**src/rtl/merlin_ibus_arbiter.sv**
```systemverilog
// rtl/merlin_ibus_arbiter.sv - two-master (fetch/LSU) to one-slave bus arbiter with in-order response routing
//
// Shares one memory bus port between the instruction prefetch master (I) and the
// load/store master (D). D wins contested cycles. After C_STARVE_LIMIT contested
// D grants in a row, the next contested cycle goes to I. A small owner FIFO
// records who issued each outstanding bus request so that the in-order bus
// responses can be steered back to the right master.
//
// Parameters
//   C_OUTSTANDING_X : log2 of owner FIFO depth (max outstanding requests), 1..4
//   C_STARVE_LIMIT  : contested D grants before I is forced through, 1..15
//
// Ports
//   clk_i, reset_i     : clock (rising edge), asynchronous active-low reset
//   clk_en_i           : clock enable, gates every handshake and state update
//   ireq* / irsp*      : instruction master request / response channels
//   dreq* / drsp*      : data master request / response channels
//   breq* / brsp*      : shared bus request / response channels
//
// The request and response paths are both purely combinational. Only the
// owner FIFO and the starvation counter are registered.

module merlin_ibus_arbiter #(
    parameter int C_OUTSTANDING_X = 2,
    parameter int C_STARVE_LIMIT  = 4
) (
    input  logic        clk_i,
    input  logic        reset_i,
    input  logic        clk_en_i,

    // instruction master
    output logic        ireqready_o,
    input  logic        ireqvalid_i,
    input  logic [1:0]  ireqhpl_i,
    input  logic [31:0] ireqaddr_i,
    input  logic        irspready_i,
    output logic        irspvalid_o,
    output logic        irsprerr_o,
    output logic [31:0] irspdata_o,

    // data master
    output logic        dreqready_o,
    input  logic        dreqvalid_i,
    input  logic [1:0]  dreqhpl_i,
    input  logic [31:0] dreqaddr_i,
    input  logic        dreqwr_i,
    input  logic [1:0]  dreqsize_i,
    input  logic [31:0] dreqdata_i,
    input  logic        drspready_i,
    output logic        drspvalid_o,
    output logic        drsprerr_o,
    output logic [31:0] drspdata_o,

    // shared bus
    input  logic        breqready_i,
    output logic        breqvalid_o,
    output logic [1:0]  breqhpl_o,
    output logic [31:0] breqaddr_o,
    output logic        breqwr_o,
    output logic [1:0]  breqsize_o,
    output logic [31:0] breqdata_o,
    output logic        brspready_o,
    input  logic        brspvalid_i,
    input  logic        brsprerr_i,
    input  logic [31:0] brspdata_i
);

    localparam int                       DEPTH      = 1 << C_OUTSTANDING_X;
    localparam logic [C_OUTSTANDING_X:0] LVL_FULL   = {1'b1, {C_OUTSTANDING_X{1'b0}}};
    localparam logic [3:0]               STARVE_LIM = 4'(C_STARVE_LIMIT);

    // owner FIFO: one bit per outstanding request, 0 = I, 1 = D
    logic [DEPTH-1:0]           owner_q;
    logic [C_OUTSTANDING_X-1:0] wp;
    logic [C_OUTSTANDING_X-1:0] rp;
    logic [C_OUTSTANDING_X:0]   lvl;
    logic [3:0]                 starve_q;

    logic can_issue;
    logic grant_i;
    logic grant_d;
    logic push;
    logic pop;
    logic lvl_nz;
    logic head_d;
    logic sel_i;
    logic sel_d;

    // ------------------------------------------------------------------
    // Arbitration
    // ------------------------------------------------------------------
    // A full FIFO blocks issue. A slot freed by a response in this cycle
    // only becomes usable next cycle, which keeps ready off the response path.
    assign can_issue = (lvl != LVL_FULL);

    // The grant depends only on the valids and the registered starve count.
    // A master holding its request therefore keeps its grant until the
    // handshake. The count changes only on a handshake.
    always_comb begin
        grant_i = 1'b0;
        grant_d = 1'b0;
        if (ireqvalid_i && dreqvalid_i) begin
            if (starve_q == STARVE_LIM) begin
                grant_i = 1'b1;
            end else begin
                grant_d = 1'b1;
            end
        end else begin
            grant_i = ireqvalid_i;
            grant_d = dreqvalid_i;
        end
    end

    assign breqvalid_o = can_issue & (ireqvalid_i | dreqvalid_i);
    assign ireqready_o = grant_i & can_issue & breqready_i;
    assign dreqready_o = grant_d & can_issue & breqready_i;

    // ------------------------------------------------------------------
    // Request mux
    // ------------------------------------------------------------------
    // Fetches are always word reads on a word-aligned address.
    always_comb begin
        breqhpl_o  = 2'b00;
        breqaddr_o = 32'h0;
        breqwr_o   = 1'b0;
        breqsize_o = 2'b00;
        breqdata_o = 32'h0;
        if (grant_d) begin
            breqhpl_o  = dreqhpl_i;
            breqaddr_o = dreqaddr_i;
            breqwr_o   = dreqwr_i;
            breqsize_o = dreqsize_i;
            breqdata_o = dreqdata_i;
        end else if (grant_i) begin
            breqhpl_o  = ireqhpl_i;
            breqaddr_o = {ireqaddr_i[31:2], 2'b00};
            breqwr_o   = 1'b0;
            breqsize_o = 2'b10;
            breqdata_o = 32'h0;
        end
    end

    // ------------------------------------------------------------------
    // Response routing
    // ------------------------------------------------------------------
    // With nothing outstanding, any bus response is a slave protocol error.
    // It is neither accepted nor forwarded.
    assign lvl_nz = (lvl != '0);
    assign head_d = owner_q[rp];
    assign sel_i  = lvl_nz & ~head_d;
    assign sel_d  = lvl_nz &  head_d;

    assign brspready_o = (sel_i & irspready_i) | (sel_d & drspready_i);

    assign irspvalid_o = brspvalid_i & sel_i;
    assign irsprerr_o  = brsprerr_i  & sel_i;
    assign irspdata_o  = sel_i ? brspdata_i : 32'h0;

    assign drspvalid_o = brspvalid_i & sel_d;
    assign drsprerr_o  = brsprerr_i  & sel_d;
    assign drspdata_o  = sel_d ? brspdata_i : 32'h0;

    // ------------------------------------------------------------------
    // State
    // ------------------------------------------------------------------
    assign push = breqvalid_o & breqready_i & clk_en_i;
    assign pop  = brspvalid_i & brspready_o & clk_en_i;

    always_ff @(posedge clk_i or negedge reset_i) begin
        if (!reset_i) begin
            owner_q  <= '0;
            wp       <= '0;
            rp       <= '0;
            lvl      <= '0;
            starve_q <= 4'd0;
        end else begin
            if (push) begin
                owner_q[wp] <= grant_d;
                wp          <= wp + 1'b1;
            end
            if (pop) begin
                rp <= rp + 1'b1;
            end
            case ({push, pop})
                2'b10:   lvl <= lvl + 1'b1;
                2'b01:   lvl <= lvl - 1'b1;
                default: lvl <= lvl;
            endcase

            // Only D grants won against a waiting I count toward starvation.
            if (push && grant_i) begin
                starve_q <= 4'd0;
            end else if (push && grant_d && ireqvalid_i && (starve_q < STARVE_LIM)) begin
                starve_q <= starve_q + 4'd1;
            end
        end
    end

endmodule

```
**config.mk**
```make
export PLATFORM = sky130hd
export DESIGN_NAME = merlin_ibus_arbiter
export DESIGN_NICKNAME = d
export VERILOG_FILES = /design/src/rtl/merlin_ibus_arbiter.sv
export SDC_FILE = /design/constraint.sdc
export NUM_CORES = 1
export LEC_CHECK = 0
export ABC_AREA = 0
export ABC_CLOCK_PERIOD_IN_PS = 3300
export CAP_MARGIN = 40
export CORE_AREA = 4 4 108 110
export CTS_CLUSTER_DIAMETER = 30
export DETAILED_ROUTE_END_ITERATION = 12
export DIE_AREA = 0 0 112 114
export GPL_ROUTABILITY_DRIVEN = 0
export SLEW_MARGIN = 10
export SYNTH_ARGS = -nofsm -noshare
export SYNTH_HDL_FRONTEND = slang
export SYNTH_SLANG_ARGS = --single-unit
```
**constraint.sdc**
```tcl
create_clock -name clk_i -period 3.3 [get_ports clk_i]
set_clock_uncertainty 0.05 [all_clocks]
set_input_delay 0.825 -clock clk_i [delete_from_list [all_inputs] [get_ports clk_i]]
set_output_delay 0.825 -clock clk_i [all_outputs]
set_load 0.05 [all_outputs]
```
== Yosys cells after proc, flatten, opt, wreduce, memory -nomap -nowiden ==
Cells that the tools add are included.

* Input port bits: 145
* Bits in registers: 15

* Magnitude comparators: 4
* Bitwise gates (word level): 20
* Multiplexer cells: 22
* Reductions and logical operators: 9
* Equal/unequal tests: 4
* Add/subtract/negate cells: 5

{| class="wikitable"
|+ Operator list
! kind !! number
|-
| $mux W32 || 5
|-
| $and A1 B1 Y1 || 17
|-
| $mux W2 || 4
|-
| $mux W4 || 2
|-
| $mux W1 || 7
|-
| $logic_and A1 B1 Y1 || 6
|-
| $lt A2 B3 Y1 const B || 2
|-
| $pmux W3 S2 || 1
|-
| $add A2 B1 Y2 const B || 2
|-
| $add A4 B1 Y4 const B || 1
|-
| $bwmux W4 || 1
|-
| $eq A4 B3 Y1 const B || 1
|-
| $lt A4 B3 Y1 const B || 1
|-
| $reduce_bool A2 Y1 || 2
|-
| $add A3 B1 Y3 const B || 1
|-
| $ne A3 B3 Y1 const B || 1
|-
| $reduce_bool A3 Y1 || 1
|-
| $sub A3 B1 Y3 const B || 1
|-
| $bmux W1 S2 || 1
|-
| $demux W1 S2 || 1
|-
| $eq A2 B1 Y1 const B || 1
|-
| $eq A2 B2 Y1 const B || 1
|-
| $ge A2 B1 Y1 const B || 1
|-
| $or A1 B1 Y1 || 2
|-
| $not A1 Y1 || 1
|}

== Logic depth before layout (Yosys ltp) ==
* Depth after elaboration: 10
* Gate-level depth with buffers: 10
* Mapped depth without buffers: 9

== Least setup slack after synthesis ==
OpenSTA, ideal clock, no wires.

* Path type: input port to output port
* From: input ireqvalid_i
* To: output breqaddr_o[20]
* Path slack: 0.414 ns
* Arrival time: 2.011 ns
* Required time: 2.425 ns
* Cell stages on the path: 3
* Path buffers: 1
* Cell sequence: a21boi_1 clkbuf_1 a22o_1

* Word-level cells in the longest chain between the ends: 4

{| class="wikitable"
|+ Ends and longest elaborated chain
! what !! line !! RTL
|-
| start, declared || 33 || <nowiki>input logic ireqvalid_i,</nowiki>
|-
| $logic_and A1 B1 Y1 || 102 || <nowiki>if (ireqvalid_i && dreqvalid_i) begin</nowiki>
|-
| $mux W1 || 102 ||
|-
| $mux W32 || 134 || <nowiki>end else if (grant_i) begin</nowiki>
|-
| $mux W32 * || 128 || <nowiki>if (grant_d) begin</nowiki>
|-
| end, declared || 58 || <nowiki>output logic [31:0] breqaddr_o,</nowiki>
|}

Mark *: on every way between the ends. The rest lies on a longest branch, timed or not.

== Worst setup path in the final report ==
* From: input ireqvalid_i
* To: output breqaddr_o[12]

The elaborated chain is that of the path after synthesis.

==> flow_summary.toml <==
[outcome]
status = "finished, final reports clean"

[setup_path]
worst_setup_path_endpoint = "breqaddr_o[12]"
timing.rr.start = "rp[0]"
critPathRequiredTime_ns = 2.42
cp-end-kind = "output port"
worstPathMaxFanout = 37
worstSetupStartpointType = "primary input"
timing.reg2reg.setup_slack_ns = 0.68
cp.arrival_ns = 2.29
critical_path.reg2reg.endpoint = "lvl[2]"
crit_chain = "clkdlybuf4s50_1 > nand4b_1 > and2_1 > buf_12 > a22o_1 > buf_4"
timing.critical_path.from = "ireqvalid_i"
timing.setup.critical_path_class = "in -> out"
r2r.worst_path.cells = 9
worst_path_largest_cell_delay_ns = 0.47
timing.critical_path.slowest_stage_cell = "clkdlybuf4s50_1"

[global_route]
number_of_antenna_violations_at_the_first_check_in_global_routing = 0
grt_max_degree = 38
number_of_global_route_vias_before_repair = 2681
global_route_usage_over_all_layers_pct = 15.2
grt_pass1_wl_um = 15900
grt-ovfl-total = 0

[floorplanning]
io_pins = 286
core_mm2 = 0.0107
number_of_placement_rows = 38
die_span_in_x_um = 112
dieHeight_um = 114
initial_standard_cell_utilization_of_the_core_pct = 17.7
design.die.area_mm2 = 0.0128

[synthesis]
average_cell_area_after_synthesis_um2 = 8.06
syn_inst_count = 235
synth_top_cells_by_area = "and2_1 23%, dfrtp_1 20%, a22o_1 15%, and3_1 13%, ha_1 4.6%"
yosys_warnings = 0
syn_area_mm2 = 0.00189
post_synth_arst_share_pct = 100
post_synthesis_register_bit_count = 15
synth_edf_count = 0
synth.lib_cells_used.distinct = 33
ys_top_cells_by_count = "69 x and2_1, 39 x and3_1, 32 x a22o_1, 15 x dfrtp_1, 11 x clkbuf_1"
synthMostInstantiatedCell = "and2_1"
yosys.area.top_type = "and2_1"
postSynthNetCount = 388
yosys_most_used_dff = "dfrtp_1"
synth-seq-area-share_pct = 19.8
post-synth-top-area-fraction_pct = 22.8

[power_and_ir_drop]
power.ir.vdd_worst_mv = 0.877
power_report.internal_total_w = 0.00225
sequentialPowerShare_pct = 6.3
cell_leakage_power_nw = 2.42
switching_part_of_the_total_power_pct = 56.6
power_per_cell_area_mw_per_mm2 = 1020
portion_of_total_power_attributed_to_the_clock_network_pct = 2.8
totalPowerFinal_w = 0.00518
comb_power_share_pct = 90.8
power_switching_w = 0.00293

[sta]
timing_worst_slew_pin_value_ns = 0.677
maxClockFrequency_mhz = 316
final_cycle_utilization_of_the_critical_path_pct = 95.9
hold_viol = 0
layout_min_cycle_time_ns = 3.16
setup_total_negative_slack_ns = 0
timing_max_transition_violations_final = 0
post-route-worst-setup-slack_ns = 0.135
maxSlewHeadroom_pct = 54.7
setup_viol = 0
setup_repair_after_global_routing_missed_its_margin = "no"

[cts]
worst_skew_pair.late_latency_ns = 0.24
post_cts_resize_count = 0
clock_transition_time_at_the_flip_flop_clock_pins_of_the_worst_setup_and_hold_paths_ns = 0.06
clock_sink_count = 15
cts_tree = "built"
hold_buffers = 0
ctsHtreeMaxLevel = 1
cts-root-buf = "clkbuf_8"
setup_fix_bufs_post_cts = 0
clock_path_buffers = 2
cts_made_buffers = 3

[routing]
routed_wirelength_um = 10700
post_drt_via_cell_ratio = 4.26
avgRoutedWirePerCell_um = 16.5
remaining_drc_errors = 0
ant_nets = 0
dr.pass1.iters = 4
detailroute.via_count = 2775
drtIter0Drc = 177

[place]
portBuffers = 283
place_worst_setup_slack_ns = 0.138
placedInstanceArea_mm2 = 0.00505
dp.final_hpwl_um = 9180

[final_layout]
utilization_pct = 47.6
finalNetCount = 665
n_antenna_cell = 0
layout.cell_area.non_filler_mm2 = 0.00509
layout-drive-gt1-share_pct = 31.9
area.growth.synth_to_final_pct = 169

[min_path]
hold-path-cell-count = 1
min-delay-path-class = "reg -> reg"

[run]
cap_viol_max_count = 0
## power by group through the flow
stage	clock network, W	registers, W	logic [W]
2_1_floorplan	0	0.000317	0.00279
3_3_place_gp	0	0.000328	0.00472
3_5_place_dp	0	0.000333	0.00474
4_1_cts	0.000151	0.000329	0.00475
5_1_grt	0.000163	0.000342	0.00490
6_report	0.000147	0.000328	0.00470
## state kept, by name (all words and copies together), names as in the netlist
register and flops:
lvl 3, owner_q 4, rp 2, starve_q 4
wp 2
## routing by layer
layer  vias to the layer above  part of all wire (%)  global-route usage (%)
li1                       1373                     -                       -
met1                      1277                    36                    17.3
met2                       115                    56                    30.0
met3                        10                   6.4                    2.92
met4                         0                   1.3                    2.16
met5                         -                     0                       0
## per-stage QoR
stage / std cells / hold WS, ns
2_1_floorplan: 235 / 0.400
3_3_place_gp: 647 / 0.420
3_5_place_dp: 647 / 0.423
4_1_cts: 651 / 0.431
5_1_grt: 651 / 0.451
6_report: 651 / 0.426
## layout make-up
type / instances / area, um2
Fill cell: 1023 / 5600
Tap cell: 140 / 175
Clock buffer: 4 / 45.0
Multi-Input combinational cell: 190 / 1400
Timing Repair Buffer: 293 / 3070
Inverter: 9 / 33.8
Sequential cell: 15 / 375
## worst max-delay path: cells and delay by family
| family | cells | cell delay, ns |
|---|---|---|
| buf+inv | 3 | 0.83 |
| simple gates | 2 | 0.35 |
| compound gates | 1 | 0.26 |
## layout by cell type (no fill, tap or decap), types with 3 or more instances in the layout
cell type / n
and2_1: 69
xor2_1: 4
inv_1: 9
clkdlybuf4s50_1: 142
ha_1: 7
nor2_1: 4
a22o_1: 32
and3_1: 39
buf_4: 110
nand2_1: 6
clkbuf_8: 3
mux2_2: 4
buf_12: 41
dfrtp_1: 15
## cell families (layout without fill, tap and decap cells)
group / count (synthesis) / count (layout) / share of synthesized area [%]
buffers and inverters: 30 / 306 / 6.61
adder cells (fa/ha/maj): 8 / 8 / 5.68
multiplexers: 7 / 7 / 4.63
XOR/XNOR: 6 / 6 / 2.78
AND/OR/NAND/NOR: 126 / 126 / 41.4
AO/OA/AOI/OAI: 43 / 43 / 19.0
flip-flops: 15 / 15 / 19.8
## worst min-delay path by stage
stage               startpoint     to
floorplan                rp[1]  rp[1]
global route             rp[1]  rp[1]
detailed placement       rp[1]  rp[1]
global placement         rp[1]  rp[1]
CTS                      rp[1]  rp[1]
finish                   rp[1]  rp[1]
Power figures use the tool's default switching activity.
